$ cat src/rtl/ws2812_rx_if.sv
`default_nettype none
// ============================================================================
// Module   : ws2812_rx_if
// Purpose  : Decoded-pixel output bundle of the WS2812 receiver.
//            master : the receiver, which drives every signal
//            slave  : the consumer, which observes every signal
// Signals  : address     index of the pixel being presented
//            red/green/blue  decoded colour bytes
//            pixel_valid one-cycle strobe, address/colour valid
//            frame_done  one-cycle strobe at latch-gap detection
//            overflow    sticky, more pixels than the chain length
// Revision : 1.0 - initial release
// ============================================================================
interface ws2812_rx_if #(
  parameter int ADDR_W = 3
);
  logic [ADDR_W-1:0] address;
  logic [7:0]        red;
  logic [7:0]        green;
  logic [7:0]        blue;
  logic              pixel_valid;
  logic              frame_done;
  logic              overflow;

  modport master (output address, red, green, blue, pixel_valid, frame_done, overflow);
  modport slave  (input  address, red, green, blue, pixel_valid, frame_done, overflow);
endinterface
`default_nettype wire

$ cat src/rtl/ws2812_rx.sv
`default_nettype none
// ============================================================================
// Module   : ws2812_rx
// Purpose  : WS2812 serial pixel receiver. Measures high-pulse widths on DI,
//            decodes 24-bit GRB pixels (MSB first), presents them as RGB
//            bytes with an index and a strobe, and flags the latch gap.
// Ports    : clk    system clock
//            reset  asynchronous, active-high reset
//            DI     serial data in (asynchronous to clk)
//            px     decoded-pixel bundle (ws2812_rx_if.master)
//            DO     chain pass-through (only with WS2812_RX_FORWARD_EN)
// Options  : WS2812_RX_FORWARD_EN - forward pixels beyond NUM_LEDS on DO
// Revision : 1.0 - initial release
// ============================================================================
module ws2812_rx #(
  parameter int NUM_LEDS     = 8,
  parameter int SYSTEM_CLOCK = 48000000,
  parameter int T_THRESH_NS  = 600,
  parameter int T_GLITCH_NS  = 100,
  parameter int T_LATCH_US   = 50
) (
  input  wire logic   clk,
  input  wire logic   reset,
  input  wire logic   DI,
  ws2812_rx_if.master px
`ifdef WS2812_RX_FORWARD_EN
  ,
  output logic        DO
`endif
);

  localparam int ADDR_W     = (NUM_LEDS > 1) ? $clog2(NUM_LEDS) : 1;
  localparam int CNT_W      = $clog2(NUM_LEDS + 1);
  localparam int THRESH_CYC = SYSTEM_CLOCK / 1000000 * T_THRESH_NS / 1000;
  localparam int GLITCH_CYC = SYSTEM_CLOCK / 1000000 * T_GLITCH_NS / 1000;
  localparam int LATCH_CYC  = SYSTEM_CLOCK / 1000000 * T_LATCH_US;

  localparam logic [15:0]      THRESH_C = 16'(THRESH_CYC);
  localparam logic [15:0]      GLITCH_C = 16'(GLITCH_CYC);
  localparam logic [15:0]      LATCH_C  = 16'(LATCH_CYC);
  localparam logic [CNT_W-1:0] LEDS_C   = CNT_W'(NUM_LEDS);

  typedef enum logic [1:0] {
    IDLE = 2'd0,
    HIGH = 2'd1,
    LOW  = 2'd2
  } state_t;

  state_t state, state_next;

  logic              sync_meta, sync_q, edge_q;
  logic              rise, fall;
  logic [15:0]       width;
  logic [23:0]       shreg;
  logic [4:0]        bit_cnt;
  logic [CNT_W-1:0]  pix_cnt;
  logic              pend;       // full pixel captured, present it next cycle
  logic              bits_seen;  // any bit accepted since the last gap
  logic              accept, gap, bit_val;

  logic [ADDR_W-1:0] address;
  logic [7:0]        red, green, blue;
  logic              pixel_valid, frame_done, overflow;

  assign rise    = sync_q & ~edge_q;
  assign fall    = ~sync_q & edge_q;
  assign bit_val = (width >= THRESH_C);

  // Synchronizer plus edge-detect register.
  always_ff @(posedge clk or posedge reset) begin
    if (reset) begin
      sync_meta <= 1'b0;
      sync_q    <= 1'b0;
      edge_q    <= 1'b0;
    end else begin
      sync_meta <= DI;
      sync_q    <= sync_meta;
      edge_q    <= sync_q;
    end
  end

  // Pulse/gap width: restarts on each edge, saturates instead of wrapping so
  // a stuck line still reads as a long pulse.
  always_ff @(posedge clk or posedge reset) begin
    if (reset) begin
      width <= 16'd0;
    end else if (rise | fall) begin
      width <= 16'd0;
    end else if (width != 16'hFFFF) begin
      width <= width + 16'd1;
    end
  end

  always_ff @(posedge clk or posedge reset) begin
    if (reset) state <= IDLE;
    else       state <= state_next;
  end

  always_comb begin
    state_next = state;
    accept     = 1'b0;
    gap        = 1'b0;
    case (state)
      IDLE: begin
        if (rise) state_next = HIGH;
      end
      HIGH: begin
        if (fall) begin
          state_next = LOW;
          accept     = (width >= GLITCH_C);
        end
      end
      LOW: begin
        // The gap takes priority over a coincident rising edge: the frame
        // closes first and the new pulse is still measured.
        if (width >= LATCH_C) begin
          gap        = 1'b1;
          state_next = rise ? HIGH : IDLE;
        end else if (rise) begin
          state_next = HIGH;
        end
      end
      default: state_next = IDLE;
    endcase
  end

  always_ff @(posedge clk or posedge reset) begin
    if (reset) begin
      shreg       <= 24'd0;
      bit_cnt     <= 5'd0;
      pix_cnt     <= '0;
      pend        <= 1'b0;
      bits_seen   <= 1'b0;
      address     <= '0;
      red         <= 8'd0;
      green       <= 8'd0;
      blue        <= 8'd0;
      pixel_valid <= 1'b0;
      frame_done  <= 1'b0;
      overflow    <= 1'b0;
    end else begin
      pixel_valid <= 1'b0;
      frame_done  <= 1'b0;
      if (gap) begin
        shreg      <= 24'd0;
        bit_cnt    <= 5'd0;
        pix_cnt    <= '0;
        pend       <= 1'b0;
        bits_seen  <= 1'b0;
        frame_done <= bits_seen;
        overflow   <= 1'b0;
      end else begin
        if (accept) begin
          shreg     <= {shreg[22:0], bit_val};
          bits_seen <= 1'b1;
          if (bit_cnt == 5'd23) begin
            bit_cnt <= 5'd0;
            pend    <= 1'b1;
          end else begin
            bit_cnt <= bit_cnt + 5'd1;
          end
        end
        if (pend) begin
          pend <= 1'b0;
          if (pix_cnt != LEDS_C) begin
            // Wire order is G, R, B.
            green       <= shreg[23:16];
            red         <= shreg[15:8];
            blue        <= shreg[7:0];
            address     <= pix_cnt[ADDR_W-1:0];
            pixel_valid <= 1'b1;
            pix_cnt     <= pix_cnt + CNT_W'(1);
          end else begin
            overflow <= 1'b1;
          end
        end
      end
    end
  end

  assign px.address     = address;
  assign px.red         = red;
  assign px.green       = green;
  assign px.blue        = blue;
  assign px.pixel_valid = pixel_valid;
  assign px.frame_done  = frame_done;
  assign px.overflow    = overflow;

`ifdef WS2812_RX_FORWARD_EN
  // Forwarding opens once this chain segment is full and closes at the gap.
  logic fwd_en;

  always_ff @(posedge clk or posedge reset) begin
    if (reset) fwd_en <= 1'b0;
    else       fwd_en <= (pix_cnt == LEDS_C) && !gap;
  end

  assign DO = fwd_en & edge_q;
`endif

endmodule
`default_nettype wire

$ cat src/flat_wrapper.sv
// flat-port wrapper written by rule: the top's interface ports become plain ports
module ws2812_rx_flat 
#(
  parameter int NUM_LEDS     = 8,
  parameter int SYSTEM_CLOCK = 48000000,
  parameter int T_THRESH_NS  = 600,
  parameter int T_GLITCH_NS  = 100,
  parameter int T_LATCH_US   = 50
)
  (clk, reset, DI, px_address, px_red, px_green, px_blue, px_pixel_valid, px_frame_done, px_overflow);
  ws2812_rx_if #(.ADDR_W(3)) px_i ();
  input  wire logic clk;
  input  wire logic reset;
  input  wire logic DI;
  output wire logic [$bits(px_i.address)-1:0] px_address;
  output wire logic [$bits(px_i.red)-1:0] px_red;
  output wire logic [$bits(px_i.green)-1:0] px_green;
  output wire logic [$bits(px_i.blue)-1:0] px_blue;
  output wire logic [$bits(px_i.pixel_valid)-1:0] px_pixel_valid;
  output wire logic [$bits(px_i.frame_done)-1:0] px_frame_done;
  output wire logic [$bits(px_i.overflow)-1:0] px_overflow;
  assign px_address = px_i.address;
  assign px_red = px_i.red;
  assign px_green = px_i.green;
  assign px_blue = px_i.blue;
  assign px_pixel_valid = px_i.pixel_valid;
  assign px_frame_done = px_i.frame_done;
  assign px_overflow = px_i.overflow;
  ws2812_rx #(.NUM_LEDS(NUM_LEDS), .SYSTEM_CLOCK(SYSTEM_CLOCK), .T_THRESH_NS(T_THRESH_NS), .T_GLITCH_NS(T_GLITCH_NS), .T_LATCH_US(T_LATCH_US)) u_core (.clk(clk), .reset(reset), .DI(DI), .px(px_i));
endmodule
$ cat config.mk
export PLATFORM = sky130hd
export DESIGN_NAME = ws2812_rx_flat
export DESIGN_NICKNAME = d
export VERILOG_FILES = /design/src/rtl/ws2812_rx_if.sv /design/src/rtl/ws2812_rx.sv /design/src/flat_wrapper.sv
export SDC_FILE = /design/constraint.sdc
export NUM_CORES = 1
export LEC_CHECK = 0
export ABC_AREA = 1
export CORE_AREA = 10 10 76 127
export DETAILED_ROUTE_END_ITERATION = 16
export DIE_AREA = 0 0 86 137
export PLACE_DENSITY = 0.75
export SLEW_MARGIN = 10
export SYNTH_ARGS = -nofsm -noshare
export SYNTH_HDL_FRONTEND = slang
export SYNTH_SLANG_ARGS = --single-unit
$ cat constraint.sdc
create_clock -name clk -period 3.6 [get_ports clk]
set_input_delay 0.72 -clock clk [delete_from_list [all_inputs] [get_ports clk]]
set_output_delay 0.72 -clock clk [all_outputs]
set_load 0.005 [all_outputs]
## Word-level counts from Yosys, hierarchy flattened

Cells that the tools add are included.

| cells by class | value |
|---|---|
| add/sub/neg operators | 3 |
| magnitude comparators | 3 |
| equal/unequal tests | 7 |
| multiplexer cells | 32 |
| bitwise logic cells | 6 |
| reduce and logical (&&, ||, !) cells | 8 |

Operators by type and width:

| cell | number |
|---|---|
| $mux W24 | 2 |
| $mux W16 | 2 |
| $mux W1 | 18 |
| $add A16 B1 Y16 const B | 1 |
| $ge A16 B12 Y1 const B | 1 |
| $ge A16 B3 Y1 const B | 1 |
| $ge A16 B5 Y1 const B | 1 |
| $ne A16 B16 Y1 const B | 1 |
| $mux W5 | 3 |
| $mux W4 | 3 |
| $reduce_bool A2 Y1 | 4 |
| $mux W2 | 3 |
| $pmux W2 S3 | 1 |
| $add A5 B1 Y5 const B | 1 |
| $eq A5 B5 Y1 const B | 1 |
| $add A4 B1 Y4 const B | 1 |
| $ne A2 B1 Y1 const B | 2 |
| $ne A4 B4 Y1 const B | 1 |
| $reduce_and A2 Y1 | 2 |
| $not A1 Y1 | 3 |
| $reduce_and A3 Y1 | 1 |
| $and A1 B1 Y1 | 2 |
| $eq A2 B1 Y1 const B | 1 |
| $eq A2 B2 Y1 const B | 1 |
| 2 further kinds | 2 |

| storage, ports and cells | value |
|---|---|
| register bits after elaboration | 86 |
| input port bits | 3 |
| word-level logic and storage cells | 76 |

## Depth between registers and ports, before layout

| depth | value |
|---|---|
| word-level depth | 7 |
| depth in mapped cells | 9 |

## Worst setup path before layout

OpenSTA, ideal clock, no wires.

| timing path | value |
|---|---|
| path kind | reg2reg |
| start point | reg u_core.pix_cnt[0] |
| end point | reg u_core.pix_cnt[0] |
| library setup time | 0.066 ns |
| arrival | 1.335 ns |
| required time | 3.534 ns |
| slack | 2.200 ns |
| stages on the path, launching flop included | 9 |
| path buffers | 1 |
| clock period less this slack | 1.400 ns |
| path through | dfrtp_1 -> inv_1 -> ha_1 -> nand3_1 -> nand2_1 -> inv_2 -> buf_1 -> nand3_1 -> nand2_1 |

| between the ends | value |
|---|---|
| cells in the longest elaborated chain, start to end | 4 |
| elaborated cells on any way between the ends | 7 |

Ends and longest elaborated chain:

| item | line | text |
|---|---|---|
| from (decl) | ws2812_rx.sv:56 | `logic [CNT_W-1:0] pix_cnt;` |
| from (signal assigned) | ws2812_rx.sv:172 | `pix_cnt <= pix_cnt + CNT_W'(1);` |
| $add A4 B1 Y4 | ws2812_rx.sv:172 |  |
| $mux W4 | ws2812_rx.sv:165 | `if (pix_cnt != LEDS_C) begin` |
| $mux W4 | ws2812_rx.sv:163 | `if (pend) begin` |
| $mux W4 | ws2812_rx.sv:144 | `if (gap) begin` |

Several ways; a longest one is shown, not always the timed one. The select of a mux whose other input is x is not followed.
A chain may end at the register's enable or synchronous reset.

## Final worst setup path

| timing path | value |
|---|---|
| start point | reg u_core.width[7] |
| end point | reg u_core.pix_cnt[2] |

| between the ends | value |
|---|---|
| cells in the longest elaborated chain, start to end | 5 |
| elaborated cells on any way between the ends | 7 |

Ends and longest elaborated chain:

| item | line | text |
|---|---|---|
| from (decl) | ws2812_rx.sv:53 | `logic [15:0] width;` |
| from (signal assigned) | ws2812_rx.sv:90 | `width <= width + 16'd1;` |
| $ge A16 B12 Y1 (*) | ws2812_rx.sv:116 | `if (width >= LATCH_C) begin` |
| $mux W1 (*) | ws2812_rx.sv:116 |  |
| $mux W1 (*) | ws2812_rx.sv:103 | `case (state)` |
| $reduce_bool A2 Y1 (no line) | n/a |  |
| $reduce_and A2 Y1 (no line) | n/a |  |

Every way passes the cells marked *; elsewhere a longest branch is shown, timed or not.

==> flow_summary.toml <==
[status]
outcome = "finished clean"

[min_path]
holdPathStages = 0
holdCritPathClass = "register to register"
holdPathEnd = "u_core.sync_q"
hp-start = "u_core.sync_meta"

[sta]
setup_tns_ns = 0
final_hold_viol_count = 0
slew_viol_final = 0
maxSlewHeadroom_pct = 50.1
setup-violations-final = 0
period_minus_slack_ns = 2.00
clock_skew_ns = 0.00214
worst_pin_slew_ns = 0.748
grt_setup_unrepaired = "false"
fin_crit_sh_pct = 55.6
hold_ws_ns = 0.349
max_freq_mhz = 500

[job]
cap_viol_max_count = 0

[power]
power.switching_mw = 0.420
combPwrFrac_pct = 4.2
power.total_mw = 2.00
p_sw_share_pct = 21.0
clkPwrFrac_pct = 45.3
leakage_nw = 2.51
power_frac_seq_pct = 50.5
power_density_nw_per_um2 = 431
power.internal_mw = 1.58
ir_drop_mv = 0.283

[critical_path]
worstReg2RegStart = "u_core.width[7]"
ff2ff_path_depth = 8
path_cells = "nand2_2 -> nand3_1 -> nand2_1 -> nand2_2 -> nand2_2 -> buf_4 -> inv_1 -> a21oi_1"
reg2reg_to = "u_core.pix_cnt[2]"
slowest_delay_ns = 0.50
rrSetupSlack_ns = 1.60
cp_common_cell = "nand2_2"
required_ns = 3.86
cp.arrival_ns = 2.26
crit_path_end_kind = "register"
criticalPathCategory = "register to register"
crit_path_start_kind = "register"
cp_max_fo = 42
cp_slowest_cell = "buf_4"

[cells_and_area]
fin_cells = 596
finish.net_count = 515
multi_input_area_um2 = 1600
register_area_um2 = 2150
antenna_cells = 0
syn2layout_area_growth_pct = 15.1
fin_area_um2 = 4650
fillCellCount = 654
drive_above_1_share_pct = 9.06

[clock_tree]
path_clk_slew_ns = 0.06
tritoncts = "yes"
cts_setup_buffers = 0
clock-root-buffer = "clkbuf_16"
clk_path_buf_depth = 2
clock_sinks = 86
cts.hold.buffers_added = 0
clk_latency_ns = 0.33
cts_resized = 0
htree_levels = 3
cts_buffers = 9

[logic_synthesis]
syn-num-nets = 488
synth-edff-count = 0
synth_top_area_share_pct = 53.3
synthMostInstantiatedCell = "nand2_1"
synth_flop_cell = "dfrtp_1"
synthAdderAreaFrac_pct = 2.17
syn_inst = 478
syn_area_per_cell_um2 = 8.45
ys_seq_elements = 86
synth_common_cells = "nand2_1, dfrtp_1, nand3_1"
synth_seq_area_share_pct = 53.3
synthXorXnorAreaFrac_pct = 0.434
synth_async_sr_flop_share_pct = 100
synthSimpleGateAreaFrac_pct = 35.4
synth_compound_area_share_pct = 1.61
yosysTopAreaCell = "dfrtp_1"
synth_area_leaders = "dfrtp_1, nand2_1, nand3_1"
netlist_area_um2 = 4040
yosysWarnings = 0
ys_types = 29
synth_top_family_by_area = "simple AND/OR/NAND/NOR gates"
synth.mux.area_fraction_pct = 0

[floorplanning]
coreArea_um2 = 7510
ios = 33
fp.dieW_um = 86
initial_core_util_pct = 53.7
die_h_um = 137
row_count = 42
die_area_um2 = 11800

[routing]
wl_mm = 8.12
ant_nets = 0
drt-pass1-iter-count = 6
via_per_inst = 5.31
route.detailed.drc = 0
drt-wirelength-per-cell_um = 13.6
drtIter0Drc = 244
via_count = 3165

[placed_design]
dp_hpwl_mm = 5.62
place.gp.congestion = 0.844
portBuffers = 32
placed_cells = 582
placed_cell_area_um2 = 4360

[global_route]
grt_pass1_vias = 3203
grt_pass1_wl_mm = 14.4
grt_use_total_pct = 14.8
antenna_found_initial = 0
grt_overflow_total = 0
grt_max_degree = 44
==> layer usage <==
layer	up-vias	wire, µm	track usage (%)	part of all wire (%)
li1	1565	-	-	-
met1	1533	3150	15.6	39
met2	51	4480	26.9	55
met3	16	289	2.56	3.6
met4	0	205	8.00	2.5
met5	-	0	0	0
==> flip-flops by register name, summed over array words and instances, names as in the netlist, 2 cells and up <==
| name | flops |
|---|---|
| u_core.shreg | 24 |
| u_core.width | 16 |
| u_core.px.blue | 8 |
| u_core.px.green | 8 |
| u_core.px.red | 8 |
| u_core.bit_cnt | 5 |
| u_core.pix_cnt | 4 |
| u_core.px.address | 3 |
| u_core.state | 2 |
==> power by group through the flow <==
stage	registers (mW)	clock network, mW	logic, mW
floorplan	1.02	0	0.0651
global placement	1.03	0	0.0812
detailed placement	1.03	0	0.0858
CTS	1.01	0.924	0.0859
global route	1.01	0.963	0.0996
finish	1.01	0.907	0.0840
==> area by class of cell <==
type,count,share of cell area [%]
multi-input combinational,335,34.5
sequential,86,46.3
timing repair buffer,36,7.54
inverter,37,3.07
clock inverter,1,0.646
tap,88,2.37
clock buffer,13,5.60
==> critical path, delay by kind of cell, from the launching register on <==
kind,cells,cell delay (ns)
buffers and inverters,2,0.61
DFF,1,0.45
and+or+nand+nor,5,0.73
AOI/OAI and AO/OA,1,0.13
==> cells by family (layout without fill, tap and decap cells) <==
group,Yosys count,in the layout
buffers and inverters,57,87
XOR/XNOR,2,2
AO/OA/AOI/OAI,11,11
adder cells (fa/ha/maj),7,7
flip-flops,86,86
AND/OR/NAND/NOR,315,315
==> how the worst max path moves through the flow <==
stage	cells past startpoint	endpoint	slack (ns)	startpoint
after floorplan	1	u_core.bit_cnt[0]	0.66	reset
after global placement	3	u_core.px.green[0]	1.61	reset
after detailed placement	3	u_core.shreg[14]	1.61	reset
after CTS	8	u_core.px.blue[6]	1.60	u_core.width[7]
after global routing	8	u_core.px.green[5]	1.36	u_core.pix_cnt[0]
final	8	u_core.pix_cnt[2]	1.60	u_core.width[7]
==> cells in the final DEF, fill, tap and decap left out <==
cell type and n:
nand2_1 178, dfrtp_1 86, nand3_1 73, inv_1 32, clkdlybuf4s50_1 32, nor2_1 28
nand3_2 15, clkbuf_16 9, ha_1 7, nand4_1 6, o21ai_0 6, nand2_2 4
buf_4 4, inv_2 3, nor3_1 3, or2_2 3, and2_1 2, xor2_1 2
clkbuf_8 2, clkbuf_1 2, inv_4 1, nor3_4 1, o21bai_1 1, o2111ai_1 1
nand2_4 1, o21a_1 1, nor2_2 1, clkinv_2 1, o22ai_1 1, a21oi_1 1
bufinv_16 1
==> stage by stage <==
stage	setup slack, ns	util [%]
2_1_floorplan	0.658	-
3_3_place_gp	1.61	58.0
3_5_place_dp	1.61	58.0
4_1_cts	1.60	61.8
5_1_grt	1.36	61.8
6_report	1.60	61.8
(Power assumes the default switching activity.)
